--- config.mk ---
export PLATFORM = sky130hd
export DESIGN_NAME = spi_cmd_decoder
export DESIGN_NICKNAME = d
export VERILOG_FILES = /design/src/rtl/pwm_regs_pkg.sv /design/src/rtl/sync_2ff.sv /design/src/rtl/spi_cmd_decoder.sv
export SDC_FILE = /design/constraint.sdc
export NUM_CORES = 1
export LEC_CHECK = 0
export ABC_CLOCK_PERIOD_IN_PS = 1650
export CORE_MARGIN = 1.5
export CORE_UTILIZATION = 25
export DETAILED_ROUTE_END_ITERATION = 10
export GPL_TIMING_DRIVEN = 0
export PLACE_DENSITY_LB_ADDON = 0.25
export SLEW_MARGIN = 5
export SYNTH_ARGS = -nofsm -noshare
export SYNTH_HDL_FRONTEND = slang
export SYNTH_SLANG_ARGS = --single-unit
--- constraint.sdc ---
create_clock -name clk -period 1.65 [get_ports clk]
set_clock_uncertainty 0.05 [all_clocks]
set_input_delay 0.165 -clock clk [delete_from_list [all_inputs] [get_ports clk]]
set_output_delay 0.165 -clock clk [all_outputs]
set_load 0.02 [all_outputs]
--- src/rtl/pwm_regs_pkg.sv ---
// Shared definitions for the PWM register-file command path:
// command byte layout, address range and decoder states.
package pwm_regs_pkg;
  localparam int CMD_W_BIT  = 7;
  localparam int CMD_HI_BIT = 6;
  localparam int ADDR_W     = 6;
  localparam logic [ADDR_W-1:0] ADDR_MAX = 6'h0F;

  typedef enum logic [1:0] {
    IDLE  = 2'd0,
    WDATA = 2'd1,
    RTURN = 2'd2,
    RDATA = 2'd3
  } cmd_state_t;
endpackage

--- src/rtl/sync_2ff.sv ---
// Generic two-flop synchronizer with a configurable reset value.
module sync_2ff #(
  parameter logic RST_VAL = 1'b1
) (
  input  logic clk,
  input  logic rst,
  input  logic d,
  output logic q
);
  logic [1:0] ff_q;

  always_ff @(posedge clk or posedge rst) begin
    if (rst) ff_q <= {2{RST_VAL}};
    else     ff_q <= {ff_q[0], d};
  end

  assign q = ff_q[1];
endmodule

--- src/rtl/spi_cmd_decoder.sv ---
// Byte-level SPI command decoder: parses 2-byte write and 3-byte read
// frames and drives the register file port; read data goes back to MISO.
module spi_cmd_decoder
  import pwm_regs_pkg::*;
#(
  parameter int                ADDR_W   = pwm_regs_pkg::ADDR_W,
  parameter logic [ADDR_W-1:0] ADDR_MAX = pwm_regs_pkg::ADDR_MAX
) (
  input  logic              clk,
  input  logic              rst,
  input  logic              cs_n,
  input  logic              byte_sync,
  input  logic [7:0]        data_in,
  output logic [7:0]        data_out,
  output logic [ADDR_W-1:0] reg_addr,
  output logic              reg_hi,
  output logic              wr_en,
  output logic [7:0]        wr_data,
  output logic              rd_en,
  input  logic [7:0]        rd_data,
  output logic              addr_err
);
  cmd_state_t        state_q, state_d;
  logic [7:0]        data_out_q, data_out_d;
  logic [ADDR_W-1:0] reg_addr_q, reg_addr_d;
  logic              reg_hi_q, reg_hi_d;
  logic              wr_en_q, wr_en_d;
  logic [7:0]        wr_data_q, wr_data_d;
  logic              rd_en_q, rd_en_d;
  logic              rd_ld_q, rd_ld_d;
  logic              addr_err_q, addr_err_d;
  logic              cs_sync;
  logic              cmd_ok, addr_ok;

  sync_2ff #(.RST_VAL(1'b1)) u_cs_sync (
    .clk (clk),
    .rst (rst),
    .d   (cs_n),
    .q   (cs_sync)
  );

  assign cmd_ok  = (data_in[ADDR_W-1:0] <= ADDR_MAX);
  assign addr_ok = (reg_addr_q <= ADDR_MAX);

  always_comb begin
    state_d    = state_q;
    data_out_d = data_out_q;
    reg_addr_d = reg_addr_q;
    reg_hi_d   = reg_hi_q;
    wr_en_d    = 1'b0;
    wr_data_d  = wr_data_q;
    rd_en_d    = 1'b0;
    rd_ld_d    = 1'b0;
    addr_err_d = addr_err_q;

    // Deselect beats everything, including a coincident byte.
    if (cs_sync) begin
      state_d    = IDLE;
      data_out_d = 8'h00;
    end else begin
      // rd_data is valid the cycle after rd_en; capture it then.
      rd_ld_d = rd_en_q;
      if (rd_ld_q) data_out_d = rd_data;
      if (byte_sync) begin
        unique case (state_q)
          IDLE: begin
            reg_addr_d = data_in[ADDR_W-1:0];
            reg_hi_d   = data_in[CMD_HI_BIT];
            if (!cmd_ok) addr_err_d = 1'b1;
            if (data_in[CMD_W_BIT]) begin
              state_d = WDATA;
            end else begin
              state_d = RTURN;
              rd_en_d = cmd_ok;
            end
          end
          WDATA: begin
            if (addr_ok) begin
              wr_en_d   = 1'b1;
              wr_data_d = data_in;
            end
            state_d = IDLE;
          end
          RTURN: state_d = RDATA;
          RDATA: begin
            state_d    = IDLE;
            data_out_d = 8'h00;
          end
          default: state_d = IDLE;
        endcase
      end
    end
  end

  always_ff @(posedge clk or posedge rst) begin
    if (rst) begin
      state_q    <= IDLE;
      data_out_q <= 8'h00;
      reg_addr_q <= '0;
      reg_hi_q   <= 1'b0;
      wr_en_q    <= 1'b0;
      wr_data_q  <= 8'h00;
      rd_en_q    <= 1'b0;
      rd_ld_q    <= 1'b0;
      addr_err_q <= 1'b0;
    end else begin
      state_q    <= state_d;
      data_out_q <= data_out_d;
      reg_addr_q <= reg_addr_d;
      reg_hi_q   <= reg_hi_d;
      wr_en_q    <= wr_en_d;
      wr_data_q  <= wr_data_d;
      rd_en_q    <= rd_en_d;
      rd_ld_q    <= rd_ld_d;
      addr_err_q <= addr_err_d;
    end
  end

  assign data_out = data_out_q;
  assign reg_addr = reg_addr_q;
  assign reg_hi   = reg_hi_q;
  assign wr_en    = wr_en_q;
  assign wr_data  = wr_data_q;
  assign rd_en    = rd_en_q;
  assign addr_err = addr_err_q;
endmodule

After elaboration in Yosys (flattened, before gate mapping)
Cells that the tools add are included.
{"block": "word_totals", "mem_bits_rw": 0, "mem_count": 0, "latch_bits": 0, "input_bits": 20, "mem_bits_ro": 0, "reg_bits": 31, "out_inout_bits": 26}
{"block": "op_classes", "eq_ne": 3, "div_mod_pow": 0, "shifts": 0, "reduce_logical": 6, "mux": 17, "multipliers": 0, "n_bitwise": 2, "add_sub_neg": 0, "order_cmp": 2}
{"operator": "two-way mux 8 bit", "count": 4}
{"operator": "less-or-equal comparator 6 x 4 -> 1 bit, second input constant", "count": 2}
{"operator": "two-way mux 1 bit", "count": 9}
{"operator": "AND reduction 4 bit", "count": 2}
{"operator": "two-way mux 2 bit", "count": 3}
{"operator": "case mux 2 bit (3 select lines)", "count": 1}
{"operator": "== test 2 bit, second input constant", "count": 2}
{"operator": "AND reduction 3 bit", "count": 1}
{"operator": "== test 2 x 1 -> 1 bit, second input constant", "count": 1}
{"operator": "zero test 2 bit", "count": 1}
{"operator": "NOT 1 bit", "count": 2}
{"operator": "nonzero test 2 bit", "count": 1}
{"operator": "OR reduction 2 bit", "count": 1}

Depth between registers and ports, before layout
Gate-level depths: netlist of the first run.
{"block": "depth", "ltp_word": 5, "depth_mapped": 3, "ltp_nobuf": 3}

Hierarchy
From an unflattened synthesis of the first run, not the netlist that was laid out.
{"block": "hier_totals", "cells_unflattened": 81, "hier_area_um2": 1192.4}
{"mod": "spi_cmd_decoder", "cells_per_inst": 78, "instances": 1, "area_each_um2": 1136.1, "seq_area_each_um2": 725.7}
{"mod": "sync_2ff", "cells_per_inst": 3, "instances": 1, "area_each_um2": 56.3, "seq_area_each_um2": 52.6}

Worst setup path before layout of the first run
No wires, ideal clock.
{"block": "synth_path", "kind": "reg2reg", "start": "register state_q[1]", "end": "register reg_addr_q[0] (netlist: reg_addr[0])", "arrival_time_ns": 1.277, "required_ns": 1.475, "n_path_buf": 0, "setup_slack_ns": 0.199, "path_stages_with_launch": 3, "path_cell_list": "dfrtp_1 -> nor4b_4 -> mux2_2"}
{"block": "synth_between", "elab_chain_len": 2}
{"item": "from (decl)", "line": "spi_cmd_decoder.sv:23", "text": "cmd_state_t state_q, state_d;"}
{"item": "from (signal assigned)", "line": "spi_cmd_decoder.sv:107", "text": "state_q <= state_d;"}
{"item": "zero test 2 bit", "line": "spi_cmd_decoder.sv:65", "text": "unique case (state_q)"}
{"item": "AND reduction 3 bit (no line)"}
{"item": "to (signal assigned)", "line": "spi_cmd_decoder.sv:109", "text": "reg_addr_q <= reg_addr_d;"}
{"item": "to (decl)", "line": "spi_cmd_decoder.sv:25", "text": "logic [ADDR_W-1:0] reg_addr_q, reg_addr_d;"}
No other way between the ends.
A chain may end at the register's enable or synchronous reset.

Worst setup path after layout of the first run
{"block": "layout_path", "start": "register state_q[1]", "end": "register wr_data_q[6] (netlist: wr_data[6])"}
{"block": "layout_between", "elab_chain_len": 2}
{"item": "== test 2 x 1 -> 1 bit", "line": "spi_cmd_decoder.sv:65"}
{"item": "AND reduction 4 bit (no line)"}
{"item": "to (signal assigned)", "line": "spi_cmd_decoder.sv:112", "text": "wr_data_q <= wr_data_d;"}
{"item": "to (decl)", "line": "spi_cmd_decoder.sv:28", "text": "logic [7:0] wr_data_q, wr_data_d;"}
No other way between the ends.

==> reports/summary.txt, run 1 <==
outcome: completed
number of buffers created by CTS: 5
number of setup violations in the final report: 0
Setup WS post-layout: 65.3 ps
ys flop type: dfrtp_1
CP required: 1750 ps
max-cap viol count: 0
Seq/Total Area, Yosys: 0.655
initial antenna violation count: 0
Slew HR: 0.263
RePlAce Congestion: 0.689
total gr overflow: 0
ant diodes: 0
Post-synth ARST share: 1.00
row count: 24
crit path time final: 1580 ps
DRC: 0
layout cells sized above 1: 0.207
critical path capture point type: flip-flop
Worst Tran Pin Value: 1100 ps
Synth Area per Inst: 14.9 um^2
dpl hpwl: 1740 um
CP peak stage delay: 450 ps
Critical Path AT: 1680 ps
Core Util, Final: 0.402
switching share of power: 0.271
GRT Max-Usage Layer: met2
synthesis-stage register bit count: 31
leak pwr: 0.750 nW
maximum vdd drop: 0.646 mV
die width: 72.0 um
Post-synth EDFFs: 0
initial drt markers: 16
Final Cycle Share: 0.960
Synthesized Nets: 100
worst skew pair latency: 270 ps
DRT Wirelength: 2470 um
hold_sp: cs_n
FILL cells: 432
Die Y-Extent: 72.0 um
pwr dens: 1110 mW/mm^2
Global Route met3 Usage: 0.0528
number of global-route vias before repair: 876
hold path cells: 1
antenna viol nets, final: 0
CTS Sinks: 31
Worst setup SP type: flip-flop
area grow syn2layout: 51.4%
CTS root buf: clkbuf_8
most common cell after layout, fill and taps aside: clkdlybuf4s50_1
final hold violation count: 0
Worst Hold Endpoint: u_cs_sync.ff_q[0]
CP Max Fanout: 9
vias per inst: 4.27
CTS tree: yes
net switching power: 0.544 mW
dpl ws: -286 ps
met2 global-route usage: 0.171
GRT Total Usage: 0.105
Pint: 1.46 mW
First-pass DRT Iterations: 4
commonest cells after routing, fill and taps aside: clkdlybuf4s50_1 (45), dfrtp_1 (29), mux2_2 (15), mux2i_1 (8), nor2_1 (8)
reg-to-reg slack, setup: 70 ps
Logic pwr share: 0.262
largest net degree at the start of global routing: 32
WS Path Type: reg2reg
Vias: 799
Total Power: 2.00 mW
worst min-delay path class: in2reg
H-tree levels: 2
Port Buf Inserts: 45
crit-path cells: nor4_2 -> nand3_2 -> mux2_2
final net count: 154
Yosys cell types: 17
met1 Use GR: 0.117
Clock transition at path regs: 60 ps
Worst Path Buf+Inv: 0
RSZ-0062 raised after global routing: false
Die ar.: 0.00518 mm^2
crit-path leading delay family: simple AND/OR/NAND/NOR gates
R2R Path Start: state_q[1]
Worst R2R Path Depth: 3
warnings from Yosys: 0
max frequency: 631 MHz
Max Slew Vio Count: 0
Cells after Synth: 80
highest-delay cell along the critical path: dfrtp_1
Core Region: 0.00447 mm^2
number of I/O pins: 46
Seq pwr share: 0.466
Mapped Area: 0.00119 mm^2
WL per Instance: 13.2 um
clock network fraction of total power: 0.271
Starting Density: 0.266
RR Endpoint: wr_data[6]
CTS max path bufs: 2
first-pass GRT wire length: 4040 um
[cell families (layout without fill, tap and decap cells)]
group,Yosys count,count (layout),share of synthesized area
compound gates,6,6,0.0305
buf+inv,4,59,0.0126
flops,31,31,0.655
mux,23,23,0.209
simple gates,16,16,0.0926
[cell type report]
cell class / count / area (um^2) / area share
tap: 52 / 65.1 / 0.0362
multi-input combinational: 45 / 395 / 0.220
clock buffer: 8 / 80.1 / 0.0445
buffer: 1 / 3.75 / 0.00209
timing repair buffer: 47 / 465 / 0.259
sequential: 31 / 778 / 0.433
inverter: 3 / 11.3 / 0.00626
[flip-flops by register name (all words and copies together) (netlist names)]
register        flops
wr_data             8
wr_en               1
reg_addr            6
rd_en               1
reg_hi              1
addr_err            1
rd_ld_q             1
data_out            8
state_q             2
u_cs_sync.ff_q      2
[through the flow]
stage	setup TNS (ps)	hold WS (ps)	area (um^2)	instances
floorplan	0	119	1190	80
global placement	-2160	297	1700	177
detailed placement	-2250	301	1700	177
CTS	0	239	1800	187
global route	0	245	1800	187
finish	0	254	1800	187
[worst max-delay path by stage]
stage / startpoint / endpoint / cells after the start
3_5_place_dp: byte_sync / reg_addr[3] / 3
5_1_grt: state_q[1] / wr_data[6] / 3
2_1_floorplan: state_q[1] / reg_addr[0] / 2
3_3_place_gp: byte_sync / reg_addr[3] / 3
6_report: state_q[1] / wr_data[6] / 3
4_1_cts: state_q[1] / wr_data[6] / 3
[routing by layer]
| layer | routed length (um) | up-vias |
|---|---|---|
| li1 | - | 385 |
| met1 | 1100 | 378 |
| met2 | 1170 | 34 |
| met3 | 185 | 2 |
| met4 | 17 | 0 |
| met5 | 0 | - |
[worst reg2reg max path, cell delays in order (launching register included)]
cell	delay [ps]
dfrtp_1	450
nor4_2	320
nand3_2	280
mux2_2	360
[cell usage after synthesis, types with 2 or more instances]
master,count,area (um^2)
dfrtp_1,29,726
dfstp_2,2,52.6
mux2i_1,8,80.1
nor2b_1,2,12.5
nor2_1,8,30.0
inv_1,3,11.3
nand2b_1,2,12.5
mux2_2,15,169
a21oi_1,2,10.0
o21ai_0,2,10.0
[what timing repair did]
item | CTS | global route
endpoints found under the setup margin | 7 | 0
hold buffers | 0 | 0
gates resized for setup | 0 | 0
hold endpoints to repair | 0 | 0
setup buffers | 2 | 0
[power by group through the flow]
stage / registers [mW] / logic, mW / clock network [mW]
after CTS: 0.937 / 0.535 / 0.575
after global placement: 0.942 / 0.523 / 0
final: 0.935 / 0.526 / 0.544
after floorplan: 1.06 / 0.123 / 0
after detailed placement: 0.947 / 0.527 / 0
after global routing: 0.950 / 0.559 / 0.615
No activity file was read; power rests on OpenSTA's default activity.
==> run 2: changes to the inputs <==
--- a/config.mk
+++ b/config.mk
@@ -5,9 +5,11 @@
 export SDC_FILE = /design/constraint.sdc
 export NUM_CORES = 1
 export LEC_CHECK = 0
+export ABC_AREA = 1
 export ABC_CLOCK_PERIOD_IN_PS = 1650
 export CORE_MARGIN = 1.5
 export CORE_UTILIZATION = 25
+export CTS_BUF_LIST = sky130_fd_sc_hd__clkbuf_2
 export DETAILED_ROUTE_END_ITERATION = 10
 export GPL_TIMING_DRIVEN = 0
 export PLACE_DENSITY_LB_ADDON = 0.25
==> reports/summary.txt, run 2 <==
hold buffer count at CTS: 0 (unchanged)
Synth Area per Inst: 8.94 um^2 (-40%)
Critical Path AT: 1340 ps (-340 ps)
Post-synth EDFFs: 0 (unchanged)
CTS root buf: clkbuf_2
area grow syn2layout: 45.9%
CP required: 1430 ps (-320 ps)
antenna viol nets, final: 0 (unchanged)
Worst Tran Pin Value: 1090 ps (-13.4 ps)
Port Buf Inserts: 45 (unchanged)
R2R Path Start: state_q[1]
Worst Hold Endpoint: u_cs_sync.ff_q[0]
hold_sp: cs_n
pwr dens: 972 mW/mm^2 (-13%)
number of buffers created by CTS: 5 (unchanged)
Placed Instances: 260 (+47%)
H-tree levels: 2 (unchanged)
Vias: 1025 (+28%)
leak pwr: 0.996 nW (+33%)
Slew HR: 0.272 (+0.00901)
fin cells: 268 (+43%)
Mapped Area: 0.00130 mm^2 (+9.1%)
Yosys top cell area share: 0.560 (-0.0507)
Worst setup SP type: flip-flop
worst min-delay path class: in2reg
RSZ-0062 raised after global routing: false
synthesis-stage register bit count: 31 (unchanged)
RR Endpoint: reg_addr[2]
commonest cells after routing, fill and taps aside: nand2_1 (50), clkdlybuf4s50_1 (38), dfrtp_1 (29), inv_1 (18), nor2_1 (12)
CP peak stage delay: 620 ps (+170 ps)
CTS Sinks: 31 (unchanged)
Max Slew Vio Count: 0 (unchanged)
leading area contributor after synthesis: dfrtp_1
top post-synthesis cells by area: dfrtp_1 (56%), nand2_1 (14%), inv_1 (5.5%)
warnings from Yosys: 0 (unchanged)
RePlAce Congestion: 0.765 (+11%)
Worst R2R Path Depth: 5 (+2)
number of global-route vias before repair: 973 (+11%)
post-route cell area: 0.00189 mm^2 (+5.1%)
dpl hpwl: 2030 um (+17%)
worst skew pair latency: 350 ps (+80 ps)
CP Max Fanout: 2 (-7)
critical path capture point type: output pin
WL per Instance: 10.2 um (-23%)
initial antenna violation count: 0 (unchanged)
row count: 26 (+8.3%)
largest net degree at the start of global routing: 32 (unchanged)
Post-synth top cells: nand2_1 (50), dfrtp_1 (29), inv_1 (19)
final net count: 217 (+41%)
met3 wire len: 214 um (+16%)
Seq/Total Area, Yosys: 0.600 (-0.0544)
Worst Path Buf+Inv: 1 (+1)
first-pass GRT wire length: 4460 um (+10%)
FILL cells: 541 (+25%)
ys flop type: dfrtp_1
Cells after Synth: 145 (+81%)
crit-path cells: clkdlybuf4s50_1
initial drt markers: 27 (+11)
final hold violation count: 0 (unchanged)
max-cap viol count: 0 (unchanged)
highest-delay cell along the critical path: clkdlybuf4s50_1
DR top layer: met4
ant diodes: 0 (unchanged)
maximum vdd drop: 0.395 mV (-39%)
First-pass DRT Iterations: 4 (unchanged)
die width: 75.0 um (+4.2%)
WS Path Type: reg2out
crit-path leading delay family: buffers and inverters
WL met1: 1510 um (+37%)
Die Y-Extent: 75.0 um (+4.2%)
layout cells sized above 1: 0.116 (-0.0912)
vias per inst: 3.82 (-10%)
CTS max path bufs: 2 (unchanged)
Yosys cell types: 17 (unchanged)
Total Power: 1.84 mW (-8.3%)
Core Region: 0.00504 mm^2 (+13%)
Die ar.: 0.00563 mm^2 (+8.7%)
max frequency: 642 MHz (+1.7%)
number of I/O pins: 46 (unchanged)
Clock transition at path regs: 140 ps (+80 ps)
reg-to-reg slack, setup: 530 ps (+460 ps)
DRT Wirelength: 2740 um (+11%)
total gr overflow: 0 (unchanged)
outcome: completed
Post-synth ARST share: 1.00 (unchanged)
Core Util, Final: 0.375 (-0.0269)
most frequent cell after synthesis: nand2_1
most common cell after layout, fill and taps aside: nand2_1
dpl cell area: 0.00183 mm^2 (+7.6%)
Final Cycle Share: 0.944 (-0.0164)
Starting Density: 0.257 (-0.00859)
DRC: 0 (unchanged)
GRT Total Usage: 0.108 (+0.00269)
CTS tree: yes
crit path time final: 1560 ps (-27.0 ps)
Detail Route met2 WL: 995 um (-15%)
Synthesized Nets: 165 (+65%)
hold path cells: 1 (unchanged)
number of setup violations in the final report: 0 (unchanged)
## run 2: changes by cell type after synthesis, moves of 3 or more
cell     previous run  this run
nand2_1             0        50
nor2_1              8        12
mux2_2             15         0
mux2i_1             8         0
nand3_1             0        10
inv_1               3        19
o21ai_2             0         3
o21ai_0             2         8
## run 2: worst max path at each step
stage,end,depth (start not counted),slack (ps),startpoint
6_report,reg_addr[1],1,90,reg_addr[1]
5_1_grt,wr_data[2],1,0.5,wr_data[2]
4_1_cts,reg_addr[5],1,10,reg_addr[5]
3_5_place_dp,addr_err,2,-6,rst
3_3_place_gp,rd_en,2,-10,rst
2_1_floorplan,wr_data[0],4,590,reg_addr[4]
## run 2: timing repair
action	CTS	global route
setup endpoints to repair	0	7
resized for setup	0	7
buffers inserted	0	0
## run 2: kinds of logic after synthesis
family,share of synthesized area
compound gates,0.0608
buf+inv,0.0811
flops,0.600
simple gates,0.258
## run 2: power breakdown
group	leakage, nW	switching [mW]	internal, mW
Clock	0.0332	0.240	0.125
Sequential	0.400	0.0644	0.865
Combinational	0.562	0.288	0.256
## run 2: cell type report
| class | instances | area, um^2 | area share |
|---|---|---|---|
| Buffer | 3 | 26.3 | 0.0139 |
| Clock buffer | 8 | 40.0 | 0.0212 |
| Inverter | 21 | 78.8 | 0.0417 |
| Multi-Input combinational cell | 90 | 413 | 0.218 |
| Sequential cell | 31 | 778 | 0.411 |
| Tap cell | 70 | 87.6 | 0.0463 |
| Timing Repair Buffer | 45 | 468 | 0.247 |
## run 2: metal layers
layer,GRT usage,vias to the layer above
met5,0,-
met4,0.0364,0
met3,0.0388,3
met2,0.147,43
met1,0.158,435
li1,-,544
## run 2: stage by stage
stage,TNS [ps],worst slack (ps),hold slack [ps]
final,0,92.4,160
after global routing,0,0.518,126
after CTS,0,11.6,130
after detailed placement,-122,-6.30,297
after global placement,-245,-10.4,297
after floorplan,0,591,119
==> run 3: changes to the inputs <==
--- a/config.mk
+++ b/config.mk
@@ -13,6 +13,7 @@
 export DETAILED_ROUTE_END_ITERATION = 10
 export GPL_TIMING_DRIVEN = 0
 export PLACE_DENSITY_LB_ADDON = 0.25
+export SETUP_SLACK_MARGIN = 0.05
 export SLEW_MARGIN = 5
 export SYNTH_ARGS = -nofsm -noshare
 export SYNTH_HDL_FRONTEND = slang
==> reports/summary.txt, run 3 (same netlist as run 2, synthesis figures left out) <==
outcome: completed
GRT Total Usage: 0.108 (unchanged)
CTS Sinks: 31 (unchanged)
WS Path Type: reg2out
switching share of power: 0.327 (+0.00523)
layout cells sized above 1: 0.116 (unchanged)
vias per inst: 3.81 (-0.29%)
number of buffers created by CTS: 5 (unchanged)
number of I/O pins: 46 (unchanged)
Worst Path Buf+Inv: 1 (unchanged)
initial antenna violation count: 0 (unchanged)
hold slack: 157 ps (-2.31 ps)
ant diodes: 0 (unchanged)
highest-delay cell along the critical path: dfrtp_1
die width: 75.0 um (unchanged)
DRC: 0 (unchanged)
Die ar.: 0.00563 mm^2 (unchanged)
first-pass GRT wire length: 4460 um (unchanged)
dpl hpwl: 2030 um (unchanged)
crit-path leading delay family: flip-flops
clock network fraction of total power: 0.202 (+0.003)
net switching power: 0.593 mW (about the same)
Max Slew Vio Count: 0 (unchanged)
DRT Wirelength: 2770 um (+1.1%)
crit path time final: 1330 ps (-226 ps)
number of setup violations in the final report: 0 (unchanged)
pwr dens: 943 mW/mm^2 (-3.0%)
worst skew pair latency: 350 ps (about the same)
Slew HR: 0.276 (+0.00439)
largest net degree at the start of global routing: 32 (unchanged)
max frequency: 751 MHz (+17%)
Starting Density: 0.257 (unchanged)
Seq pwr share: 0.512 (+0.007)
WL per Instance: 10.3 um (+1.1%)
Logic pwr share: 0.286 (-0.010)
initial drt markers: 25 (-7.4%)
fin cells: 268 (unchanged)
total gr overflow: 0 (unchanged)
Setup TNS Final: 0 ps (unchanged)
most common cell after layout, fill and taps aside: nand2_1
RePlAce Congestion: 0.765 (unchanged)
Worst Tran Pin Value: 1080 ps (-6.54 ps)
Setup WS post-layout: 319 ps (+226 ps)
final net count: 217 (unchanged)
H-tree levels: 2 (unchanged)
maximum vdd drop: 0.388 mV (-1.9%)
Clock transition at path regs: 140 ps (about the same)
CTS max path bufs: 2 (unchanged)
leak pwr: 1.23 nW (+24%)
max-cap viol count: 0 (unchanged)
number of global-route vias before repair: 973 (unchanged)
hold buffer count at CTS: 0 (unchanged)
Port Buf Inserts: 45 (unchanged)
antenna viol nets, final: 0 (unchanged)
critical path capture point type: output pin
FILL cells: 542 (+0.18%)
Critical Path AT: 1120 ps (-220 ps)
Placed Instances: 260 (unchanged)
Core Region: 0.00504 mm^2 (unchanged)
Final Cycle Share: 0.807 (-0.137)
final hold violation count: 0 (unchanged)
RSZ-0062 raised after global routing: false
dpl ws: -6.30 ps (unchanged)
commonest cells after routing, fill and taps aside: nand2_1 (50), dfrtp_1 (29), dlymetal6s2s_1 (21), clkdlybuf4s50_1 (19), inv_1 (18)
CP Max Fanout: 4 (+2)
worst min-delay path class: in2reg
Die Y-Extent: 75.0 um (unchanged)
Pint: 1.22 mW (-2.3%)
crit-path cells: dlygate4sd2_1
Worst setup SP type: flip-flop
Vias: 1022 (-0.29%)
First-pass DRT Iterations: 4 (unchanged)
CP required: 1430 ps (about the same)
row count: 26 (unchanged)
CTS root buf: clkbuf_2
CTS tree: yes
area grow syn2layout: 48.2%
CP peak stage delay: 420 ps (-200 ps)
==> run 3: area by class of cell <==
class / count / area, um^2 / share of cell area
clock buffers: 8 / 40.0 / 0.0208
inverters: 21 / 78.8 / 0.0410
flip-flops and latches: 31 / 778 / 0.405
repair buffers: 45 / 497 / 0.259
multi-input cells: 90 / 413 / 0.215
plain buffers: 3 / 26.3 / 0.0137
well taps: 70 / 87.6 / 0.0456
==> run 3: power by group through the flow <==
stage | Clock, mW | Combinational [mW] | Sequential (mW)
5_1_grt | 0.430 | 0.569 | 0.945
3_5_place_dp | 0 | 0.562 | 0.947
3_3_place_gp | 0 | 0.558 | 0.947
6_report | 0.366 | 0.518 | 0.927
2_1_floorplan | 0 | 0.149 | 1.06
4_1_cts | 0.389 | 0.539 | 0.933
==> run 3: worst paths after layout <==
path                                         from           endpoint  slack, ps  depth (start not counted)
min in group asynchronous                     rst         wr_data[7]        190                          2
worst max register to register         state_q[1]        data_out[0]        530                          3
worst max-delay path                  reg_addr[5]        reg_addr[5]        320                          1
worst min register to register  u_cs_sync.ff_q[0]  u_cs_sync.ff_q[1]        320                          0
max in group asynchronous                     rst         wr_data[2]        850                          2
worst min-delay path                         cs_n  u_cs_sync.ff_q[0]        160                          1
==> run 3: repair_timing <==
action	in CTS	in global routing
gates resized for setup	5	21
endpoints found under the hold margin	0	0
cloned	0	0
setup endpoints to repair	5	21
setup buffers	0	0
==> run 3: layer usage <==
metal | part of all wire | track usage
met1 | 0.53 | 0.158
met2 | 0.37 | 0.147
met3 | 0.090 | 0.0388
met4 | 0.0090 | 0.0364
met5 | 0 | 0
==> run 3: metrics by stage <==
step                      instance area, um^2  power, mW   util
after global placement                   1830       1.51  0.364
after detailed placement                 1830       1.51  0.364
after CTS                                1870       1.86  0.370
after global routing                     1920       1.94  0.381
after floorplan                          1300       1.21      -
final                                    1920       1.81  0.381
==> edit, RTL diff (settings of run 3) <==
The package constant `ADDR_W` goes from 6 to 7.
--- a/src/rtl/pwm_regs_pkg.sv
+++ b/src/rtl/pwm_regs_pkg.sv
@@ -3,7 +3,7 @@
 package pwm_regs_pkg;
   localparam int CMD_W_BIT  = 7;
   localparam int CMD_HI_BIT = 6;
-  localparam int ADDR_W     = 6;
+  localparam int ADDR_W     = 7;
   localparam logic [ADDR_W-1:0] ADDR_MAX = 6'h0F;
 
   typedef enum logic [1:0] {
Ports: changed (resized reg_addr); port bits go from 46 to 47. No check against the original RTL was run, so the function may have changed too.
==> edit against run 3 <==
Design area fell by 3.1%; critical path type unchanged; largest cell class unchanged; worst setup slack worse by 0.21 ns; synthesized area shrank 2.5%; total power fell by 2.8%; sequential cell count unchanged; routed wire length is 6.1% higher.
==> edit: results (changes against run 3) <==
fin cells: 253 (-5.6%)
worst hold margin: 0.137 ns (-0.0206 ns)
Synth cell types: 19 (+2)
r2r endpoint: reg_addr[1]
Comb power frac: 26.9% (-1.7 points)
Reg clk slew, reported paths: 0.16 ns (+0.02 ns)
root buffer cell: clkbuf_2
vias in the first global route: 1075 (+10%)
final wirelength: 2940 µm (+6.1%)
post-DR vias/cell: 4.19 (+9.8%)
syn_nets: 152 (-7.9%)
Post-Synth XOR/XNOR Area: 0% (unchanged)
placed cell area: 1810 µm² (-1.4%)
YS warnings: 0 (unchanged)
Synth top cells by count: 50 x nand2_1, 29 x dfrtp_1, 10 x nand3_1
Mapped Cells: 132 (-9.0%)
Leak: 1.09 nW (-11%)
CP delay by family, top: buffers and inverters
clock buffer depth: 2 (unchanged)
mux share of post-synthesis cell area: 0% (unchanged)
initial drt markers: 35 (+40%)
P_sw: 0.591 mW (-0.32%)
nets@finish: 205 (-5.5%)
first-pass GRT wire length: 4800 µm (+7.6%)
diode count: 0 (unchanged)
sequential area share after synthesis: 61.6% (+1.5 points)
Worst Reg-to-Reg Cells: 5 (+2)
slack of the worst reg-to-reg path: 0.44 ns (-0.09 ns)
WP data arrival: 1.32 ns (+0.20 ns)
Crit Path Max Fanout: 2 (-2)
hold crit path type: in2async
Reg-to-Reg Start: state_q[1]
status: finished, final reports clean
Sequential Power Share: 51.7% (+0.5 points)
Layout fillers: 504 (-7.0%)
layout cell share with drive strength beyond 1: 11.8% (+0.21 points)
GRT Overall Usage: 11.8% (+0.97 points)
crit-path max cell delay: 0.61 ns (+0.19 ns)
hpwl dp: 2110 µm (+4.0%)
complex-gate fraction of the synthesized area: 7.52% (+1.4 points)
top cells by area, synth: dfrtp_1 57%, nand2_1 15%, dfstp_2 4.2%
routability cong.: 0.727 (-5.0%)
# port buffers: 46 (+2.2%)
slowest CP cell: clkdlybuf4s50_1
VDD IR max: 0.495 mV (+28%)
worst-margin pin slew: 0.645 ns (-0.434 ns)
-- edit: logic make-up (layout without fill, tap and decap cells) --
group,Yosys count,in the layout
and+or+nand+nor,71,71
DFF,31,31
buffers and inverters,12,66
AOI/OAI and AO/OA,18,18
-- edit: cell type report --
cell class                      count  area share, %
Buffer                              2          0.672
Clock buffer                        7           1.88
Clock inverter                      1          0.269
Inverter                           10           2.02
Multi-Input combinational cell     89           23.4
Sequential cell                    31           41.8
Tap cell                           67           4.51
Timing Repair Buffer               46           25.4
-- edit: what timing repair did --
item	4_1_cts	5_1_grt
hold buffers	0	0
resized for setup	14	12
endpoints found under the setup margin	14	12
buffers inserted	0	0
-- edit: layer usage --
metal	part of all wire [%]	GRT usage [%]	up-vias
met5	0	0	-
met4	1.3	4.32	0
met3	8.6	4.47	5
met2	42	18.1	44
met1	48	15.1	486
li1	-	-	524
-- edit: worst max-delay path by stage --
stage | depth (start not counted) | start | slack (ns) | endpoint
final | 1 | reg_addr[2] | 0.11 | reg_addr[2]
after global routing | 1 | reg_addr[2] | 0.06 | reg_addr[2]
after CTS | 1 | wr_data[1] | 0.05 | wr_data[1]
after detailed placement | 2 | rst | -0.04 | reg_addr[1]
after global placement | 2 | rst | -0.04 | reg_addr[0]
after floorplan | 6 | reg_addr[6] | 0.48 | wr_data[0]
-- edit: stage by stage --
stage,setup slack [ns],setup TNS (ns),utilization (%),total power [mW]
after floorplan,0.484,0,-,1.18
after global placement,-0.0350,-0.976,37.8,1.46
after detailed placement,-0.0431,-1.21,37.8,1.46
after CTS,0.0509,0,38.2,1.81
after global routing,0.0628,0,38.9,1.88
final,0.113,0,38.9,1.76
